File: src/rtl/slp_train.sv
`default_nettype none
// +--------------------------------------------------------------------------+
// | slp_train : single-layer perceptron weight trainer (one weight per cycle) |
// | Optional: define SLP_TRAIN_SAT_EN to clamp weight updates and flag sat.   |
// | Revision  : 1.0                                                          |
// +--------------------------------------------------------------------------+
module slp_train #(
  parameter int IN       = 4,
  parameter int I_PREC   = 8,
  parameter int W_PREC   = 8,
  parameter int O_PREC   = 8,
  parameter int LR_SHIFT = 0
) (
  input  logic                       clk,
  input  logic                       reset,
  input  logic                       w_load,
  input  logic [(IN+1)*W_PREC-1:0]   w_init,
  input  logic                       req_valid,
  output logic                       req_ready,
  input  logic [IN*I_PREC-1:0]       in,
  input  logic [O_PREC-1:0]          target,
  input  logic [O_PREC-1:0]          out,
  output logic [(IN+1)*W_PREC-1:0]   weight,
  output logic                       busy,
  output logic                       done,
  output logic                       sat
);

  localparam int c_IDXW = (IN < 1) ? 1 : $clog2(IN + 1);
  localparam int c_PW   = I_PREC + O_PREC + 1;
  localparam int c_SW   = ((c_PW > W_PREC) ? c_PW : W_PREC) + 1;

  typedef enum logic [1:0] {
    S_IDLE = 2'd0,
    S_CALC = 2'd1,
    S_UPD  = 2'd2,
    S_DONE = 2'd3
  } state_t;

  state_t                         r_state;
  logic [IN:0][W_PREC-1:0]        r_w;
  logic [IN-1:0][I_PREC-1:0]      r_in;
  logic signed [O_PREC-1:0]       r_target;
  logic signed [O_PREC-1:0]       r_out;
  logic signed [O_PREC:0]         r_err;
  logic [c_IDXW-1:0]              r_idx;
  logic                           r_done;

  logic signed [O_PREC:0]         w_diff;
  logic [I_PREC-1:0]              w_in_sel;
  logic [W_PREC-1:0]              w_w_sel;
  logic                           w_is_bias;
  logic signed [c_PW-1:0]         w_err_x;
  logic signed [c_PW-1:0]         w_in_x;
  logic signed [c_PW-1:0]         w_prod;
  logic signed [c_PW-1:0]         w_delta;
  logic signed [c_PW-1:0]         w_shift;
  logic signed [c_SW-1:0]         w_cur_x;
  logic signed [c_SW-1:0]         w_shift_x;
  logic signed [c_SW-1:0]         w_sum;
  logic [W_PREC-1:0]              w_new;

  assign w_diff = {r_target[O_PREC-1], r_target} - {r_out[O_PREC-1], r_out};

  // Operand muxes for the weight currently addressed by r_idx
  always_comb begin
    w_in_sel = '0;
    w_w_sel  = '0;
    for (int i = 0; i < IN; i++) begin
      if (r_idx == c_IDXW'(i)) w_in_sel = r_in[i];
    end
    for (int i = 0; i <= IN; i++) begin
      if (r_idx == c_IDXW'(i)) w_w_sel = r_w[i];
    end
  end

  assign w_is_bias = (r_idx == c_IDXW'(IN));
  assign w_err_x   = {{(c_PW-O_PREC-1){r_err[O_PREC]}}, r_err};
  assign w_in_x    = {{(c_PW-I_PREC){w_in_sel[I_PREC-1]}}, w_in_sel};
  assign w_prod    = w_err_x * w_in_x;
  assign w_delta   = w_is_bias ? w_err_x : w_prod;
  assign w_shift   = w_delta >>> LR_SHIFT;
  assign w_cur_x   = {{(c_SW-W_PREC){w_w_sel[W_PREC-1]}}, w_w_sel};
  assign w_shift_x = {{(c_SW-c_PW){w_shift[c_PW-1]}}, w_shift};
  assign w_sum     = w_cur_x + w_shift_x;

`ifdef SLP_TRAIN_SAT_EN
  localparam logic signed [c_SW-1:0] c_WMAX = {{(c_SW-W_PREC+1){1'b0}}, {(W_PREC-1){1'b1}}};
  localparam logic signed [c_SW-1:0] c_WMIN = ~c_WMAX;

  logic w_ovf;
  logic r_sat;

  assign w_ovf = (w_sum > c_WMAX) || (w_sum < c_WMIN);
  assign w_new = !w_ovf ? w_sum[W_PREC-1:0] :
                 (w_sum[c_SW-1] ? c_WMIN[W_PREC-1:0] : c_WMAX[W_PREC-1:0]);
  assign sat   = r_sat;
`else
  logic w_unused_sum;

  // Two's-complement wrap: only the low W_PREC bits of the sum survive
  assign w_new        = w_sum[W_PREC-1:0];
  assign w_unused_sum = ^w_sum[c_SW-1:W_PREC];
  assign sat          = 1'b0;
`endif

  always_ff @(posedge clk) begin
    if (reset) begin
      r_state  <= S_IDLE;
      r_w      <= '0;
      r_in     <= '0;
      r_target <= '0;
      r_out    <= '0;
      r_err    <= '0;
      r_idx    <= '0;
      r_done   <= 1'b0;
`ifdef SLP_TRAIN_SAT_EN
      r_sat    <= 1'b0;
`endif
    end else begin
      r_done <= 1'b0;
      case (r_state)
        S_IDLE: begin
          if (w_load) begin
            r_w <= w_init;
`ifdef SLP_TRAIN_SAT_EN
            r_sat <= 1'b0;
`endif
          end else if (req_valid) begin
            r_in     <= in;
            r_target <= target;
            r_out    <= out;
            r_state  <= S_CALC;
          end
        end
        S_CALC: begin
          r_err <= w_diff;
          r_idx <= '0;
          if (w_diff == '0) begin
            r_state <= S_DONE;
            r_done  <= 1'b1;
          end else begin
            r_state <= S_UPD;
          end
        end
        S_UPD: begin
          for (int i = 0; i <= IN; i++) begin
            if (r_idx == c_IDXW'(i)) r_w[i] <= w_new;
          end
`ifdef SLP_TRAIN_SAT_EN
          if (w_ovf) r_sat <= 1'b1;
`endif
          if (w_is_bias) begin
            r_state <= S_DONE;
            r_done  <= 1'b1;
          end else begin
            r_idx <= r_idx + 1'b1;
          end
        end
        S_DONE: begin
          r_state <= S_IDLE;
        end
        default: begin
          r_state <= S_IDLE;
        end
      endcase
    end
  end

  assign req_ready = (r_state == S_IDLE) && !w_load;
  assign busy      = (r_state != S_IDLE);
  assign done      = r_done;
  assign weight    = r_w;

endmodule
`default_nettype wire

File: config.mk
export PLATFORM = sky130hd
export DESIGN_NAME = slp_train
export DESIGN_NICKNAME = d
export VERILOG_FILES = /design/src/rtl/slp_train.sv
export SDC_FILE = /design/constraint.sdc
export NUM_CORES = 1
export LEC_CHECK = 0
export BUFFER_PORTS_ARGS = -buffer_cell sky130_fd_sc_hd__buf_2
export CAP_MARGIN = 10
export CORE_ASPECT_RATIO = 0.9
export CORE_UTILIZATION = 55
export CTS_BUF_LIST = sky130_fd_sc_hd__clkbuf_16
export CTS_CLUSTER_SIZE = 20
export DETAILED_ROUTE_END_ITERATION = 8
export PLACE_DENSITY = 0.88
export RECOVER_POWER = 25
export SYNTH_ARGS = -nofsm -noshare
export SYNTH_HDL_FRONTEND = slang
export SYNTH_SLANG_ARGS = --single-unit
File: constraint.sdc
create_clock -name clk -period 8.9 [get_ports clk]
set_input_delay 0.89 -clock clk [delete_from_list [all_inputs] [get_ports clk]]
set_output_delay 0.89 -clock clk [all_outputs]
set_load 0.1 [all_outputs]
== Yosys cells after proc, flatten, opt, wreduce, memory -nomap -nowiden ==
Index checks and enable logic that the tools add are counted.
Cells by class
  $add $sub $neg: 3
  multipliers: 1
  equality and inequality tests: 16
  mux-type cells: 27
  bitwise operators: 1
  reduce and logical (&&, ||, !) cells: 16
Operators with widths (count)
  $mux 8: 15
  $pmux 40 s2: 1
  $mux 40: 1
  $reduce_and 3->1: 7
  $ne 2x2->1 const B: 9
  $logic_not 9->1: 1
  $mul 9x8->8: 1
  $sub 8x8->9: 1
  $add 8x8->8: 1
  $pmux 2 s4: 1
  $eq 3x2->1 const B: 2
  $mux 2: 3
  $pmux 3 s2: 1
  $reduce_bool 2->1: 3
  $eq 2x2->1 const B: 2
  $add 3x1->3 const B: 1
  $eq 3x1->1 const B: 1
  $eq 3x3->1 const B: 1
  $logic_not 3->1: 1
  $mux 1: 3
  $mux 3: 1
  $eq 2x1->1 const B: 1
  $logic_not 2->1: 1
  $pmux 1 s2: 1
  other kinds (4): 4
Word-level totals
  register bits after elaboration: 103
  input bits: 92
  output and inout bits: 44

== Logic depth before layout (Yosys ltp) ==
  word-level depth: 10
  gate-level depth with buffers: 27
  gate-level depth less buffers: 25

== Worst setup path after synthesis ==
No wires, ideal clock.
  path kind: reg-to-reg
  from: reg r_idx[2]
  to: reg r_w, in the netlist weight[31]
  library setup time: 86 ps
  arrival time: 5976 ps
  data required time: 8814 ps
  setup slack: 2838 ps
  stages on the path, launching flop included: 26
  clock period less this slack: 6062 ps
  cells stage by stage: dfxtp_1 -> buf_4 -> inv_1 -> ha_1 -> clkbuf_1 -> nor2_1 -> a32o_1 -> nand2_1 -> fa_1 -> fa_1 -> inv_1 -> ha_1 -> inv_1 -> fa_1 -> inv_1 -> ha_1 -> a21o_1 -> a21oi_1 -> xnor2_1 -> xnor3_1 -> xor3_1 -> xnor3_2 -> nand2_1 -> mux2i_1 -> nor2b_2 -> a211oi_1
Between the ends
  longest elaborated chain between the ends: 10
  elaborated cells on any way between the ends: 21
  classes of those cells: 1 x add/sub; 1 x mul; 5 x eq/ne; 12 x mux; 2 x reduce/logical
RTL lines
  from (decl): line 46  | logic [c_IDXW-1:0] r_idx;
  from (signal assigned): line 157  | r_idx <= r_idx + 1'b1;
  $logic_not 3->1: line 70, 73
  $mux 8 (4 in a row): line 70  | if (r_idx == c_IDXW'(i)) w_in_sel = r_in[i];
  $mul 9x8->8: line 80  | assign w_prod = w_err_x * w_in_x;
  $mux 8: line 81  | assign w_delta = w_is_bias ? w_err_x : w_prod;
  $add 8x8->8: line 85  | assign w_sum = w_cur_x + w_shift_x;
  $mux 8: line 148  | if (r_idx == c_IDXW'(i)) r_w[i] <= w_new;
  $pmux 40 s2: line 122  | case (r_state)
  to (signal assigned): line 125  | r_w <= w_init;
  to (signal, indexed assignment): line 148
  to (decl): line 41  | logic [IN:0][W_PREC-1:0] r_w;
Several ways; a longest one is shown, not always the timed one. The select of a mux whose other input is x is not followed.
A chain may end at the register's enable or synchronous reset.

== Worst setup path after layout ==
Same ends and word-level chain as after synthesis.

==> results.py <==
metrics = {
    "synth": {
        "synth_edf_count": 0,
        "syn_area_um2": 6330,
        "synth_area_leader_cell": "dfxtp_1",
        "synthCells": 800,
        "synth.area.top_cells": "dfxtp_1 (32%), nand2_1 (8.7%), ha_1 (8.3%)",
        "synth_area_per_cell_um2": 7.91,
        "synthArstFlopShare": 0,
        "synth_top_cell_area_share": 0.323,
        "synth.distinct_cells": 57,
        "yosysWarnings": 0,
        "seq_area_frac_synth": 0.323,
        "synth-seq-cells": 102,
        "ys.flop_type": "dfxtp_1",
        "synth_fp_nets": 948,
        "ys_top_cells_by_count": "nand2_1 (146), dfxtp_1 (102), nor2_1 (83)",
        "post-synth-top-count-cell": "nand2_1",
    },
    "setup_path": {
        "required_ps": 8920,
        "worst-setup-path-type": "reg2reg",
        "worstPathArrival_ps": 7000,
        "worstRegToRegCells": 24,
        "start_kind": "register",
        "end_kind": "register",
        "cp_max_fo": 23,
    },
    "floorplan": {
        "rows": 36,
        "fp.coreArea_um2": 11000,
        "dieArea_um2": 11900,
        "die_w_um": 115,
        "ioPinCount": 136,
        "fp.dieH_um": 104,
        "start_util": 0.576,
    },
    "run_status": {
        "violations": "max-capacitance violations, max-slew violations",
        "outcome": "finished with violations",
    },
    "cts": {
        "cts-resized-gates": 0,
        "post_cts_buffers": 0,
        "ctsHoldBuffers": 0,
        "path_clk_slew_ps": 80,
        "numCtsBuffers": 9,
        "htreeDepth": 3,
        "worstSkewPairLatency_ps": 350,
        "clock-sinks": 102,
        "clock_path_buffers": 2,
        "cts-root-buf": "clkbuf_16",
        "cts_tree": "yes",
    },
    "timing": {
        "whs_ps": 453,
        "finalHoldViolCount": 0,
        "rsz0062_at_grt": "no",
        "timing.final.crit_share": 0.784,
        "setup_viol": 0,
        "worst_pin_slew_ps": 4500,
        "relSlewSlack": -2.00,
        "setup_tns_ps": 0,
        "post-route-min-period_ps": 6970,
        "clock.fmax_ghz": 0.143,
        "final.setup_skew_ps": 9.05,
        "drv_slew": 104,
    },
    "global_routing": {
        "grt_max_degree": 104,
        "grt_first_pass_wirelength_um": 26500,
        "grt_usage": 0.281,
        "grt_pass1_vias": 5456,
        "grt_overflow": 0,
        "antenna_found_initial": 0,
    },
    "layout": {
        "final_util": 0.669,
        "drive_gt1_frac": 0.182,
        "num_antenna_cells": 0,
        "final_nets": 1054,
        "syn_to_final_growth_pct": 16.2,
    },
    "pwr": {
        "p_total_mw": 2.59,
        "ir_drop_mv": 0.329,
        "cellLeakagePower_nw": 3.31,
        "power.density_nw_per_um2": 352,
    },
    "drt": {
        "detailroute.via_count": 5947,
        "via_per_inst": 5.59,
        "remaining_drc_errors": 0,
        "wire_per_inst_um": 15.3,
        "drt-pass1-iter-count": 5,
        "wl_um": 16200,
        "first_iter_violations": 463,
        "detail-route-antenna-nets": 0,
    },
    "placement": {
        "hpwl_um": 11900,
        "port_buffers": 134,
        "gp_congestion": 0.910,
    },
    "min_path": {
        "holdPathStages": 2,
        "hold_class": "reg2reg",
    },
    "run": {
        "drv_cap": 1,
    },
}
[critical path, cell delays in order (launching register included)]
cell	delay, ps
dfxtp_1	600
inv_1	160
ha_1	320
buf_4	250
nor2_1	370
a32o_1	300
nand2_1	100
fa_1	470
fa_1	540
inv_1	40
ha_1	270
inv_1	50
fa_1	530
inv_1	70
fa_1	450
xnor2_1	160
o21ai_0	110
ha_1	230
nor4_1	260
nor3_1	130
xnor2_1	360
nor3b_1	540
nor2_1	100
mux2i_1	150
a211oi_1	70
[placed cells by master, fill, tap and decap left out, drive strengths merged, types with 10 or more instances in the layout]
master,Yosys,final
nand2,146,146
buf,8,141
dfxtp,102,102
nor2,83,83
a21oi,81,81
inv,50,52
ha,42,42
nand2b,29,29
o21ai,26,26
a311oi,20,20
mux2i,19,19
and2,17,17
a211oi,16,16
nor3,15,15
fa,14,14
xnor2,13,13
clkbuf,39,10
[kinds of logic (layout without fill, tap and decap cells)]
group           Yosys count  after routing  share of synthesized area
mux                      20             20                     0.0318
fa+ha+maj                56             56                      0.127
compound gates          185            185                      0.190
xor+xnor                 23             23                     0.0431
simple gates            316            316                      0.225
other cells               1              1                   0.000593
buf+inv                  97            208                     0.0601
flops                   102            102                      0.323
[cell type report]
cell class / count / area (um2)
clock buffer: 9 / 225
clock inverter: 7 / 70.1
fill: 954 / 3640
inverter: 50 / 188
multi-input combinational: 601 / 3910
sequential: 102 / 2040
tap: 152 / 190
timing repair buffer: 142 / 727
[metrics by stage]
stage	setup WS (ps)	instances	instance area [um2]
3_5_place_dp	2120	1046	7050
4_1_cts	2100	1062	7350
2_1_floorplan	2840	800	6330
3_3_place_gp	2340	1046	7050
6_report	1930	1063	7350
5_1_grt	1420	1063	7350
[registers in the layout (all words and copies together) (netlist names)]
register / count
weight: 40
r_in: 32
r_err: 8
r_out: 8
r_target: 8
r_idx: 3
r_state: 2
done: 1
[power by group]
| part | switching (mW) | internal [mW] | total (mW) | leakage, nW |
|---|---|---|---|---|
| clock network | 0.192 | 0.197 | 0.390 | 0.146 |
| logic | 1.14 | 0.359 | 1.50 | 2.33 |
| registers | 0.115 | 0.585 | 0.700 | 0.837 |
[final timing paths]
check	to	from	slack (ps)
hold reg to reg	r_in[23]	r_in[23]	450
hold / removal	r_in[23]	r_in[23]	450
setup / recovery	weight[31]	r_idx[2]	1930
setup reg to reg	weight[31]	r_idx[2]	1930
[layer usage]
metal  vias up  share of wire  global-route usage
met1      2787           0.43               0.380
met4         0          0.017              0.0835
met2       196           0.49               0.464
met5         -              0                   0
li1       2940              -                   -
met3        24          0.055              0.0380
Power figures use the tool's default switching activity.
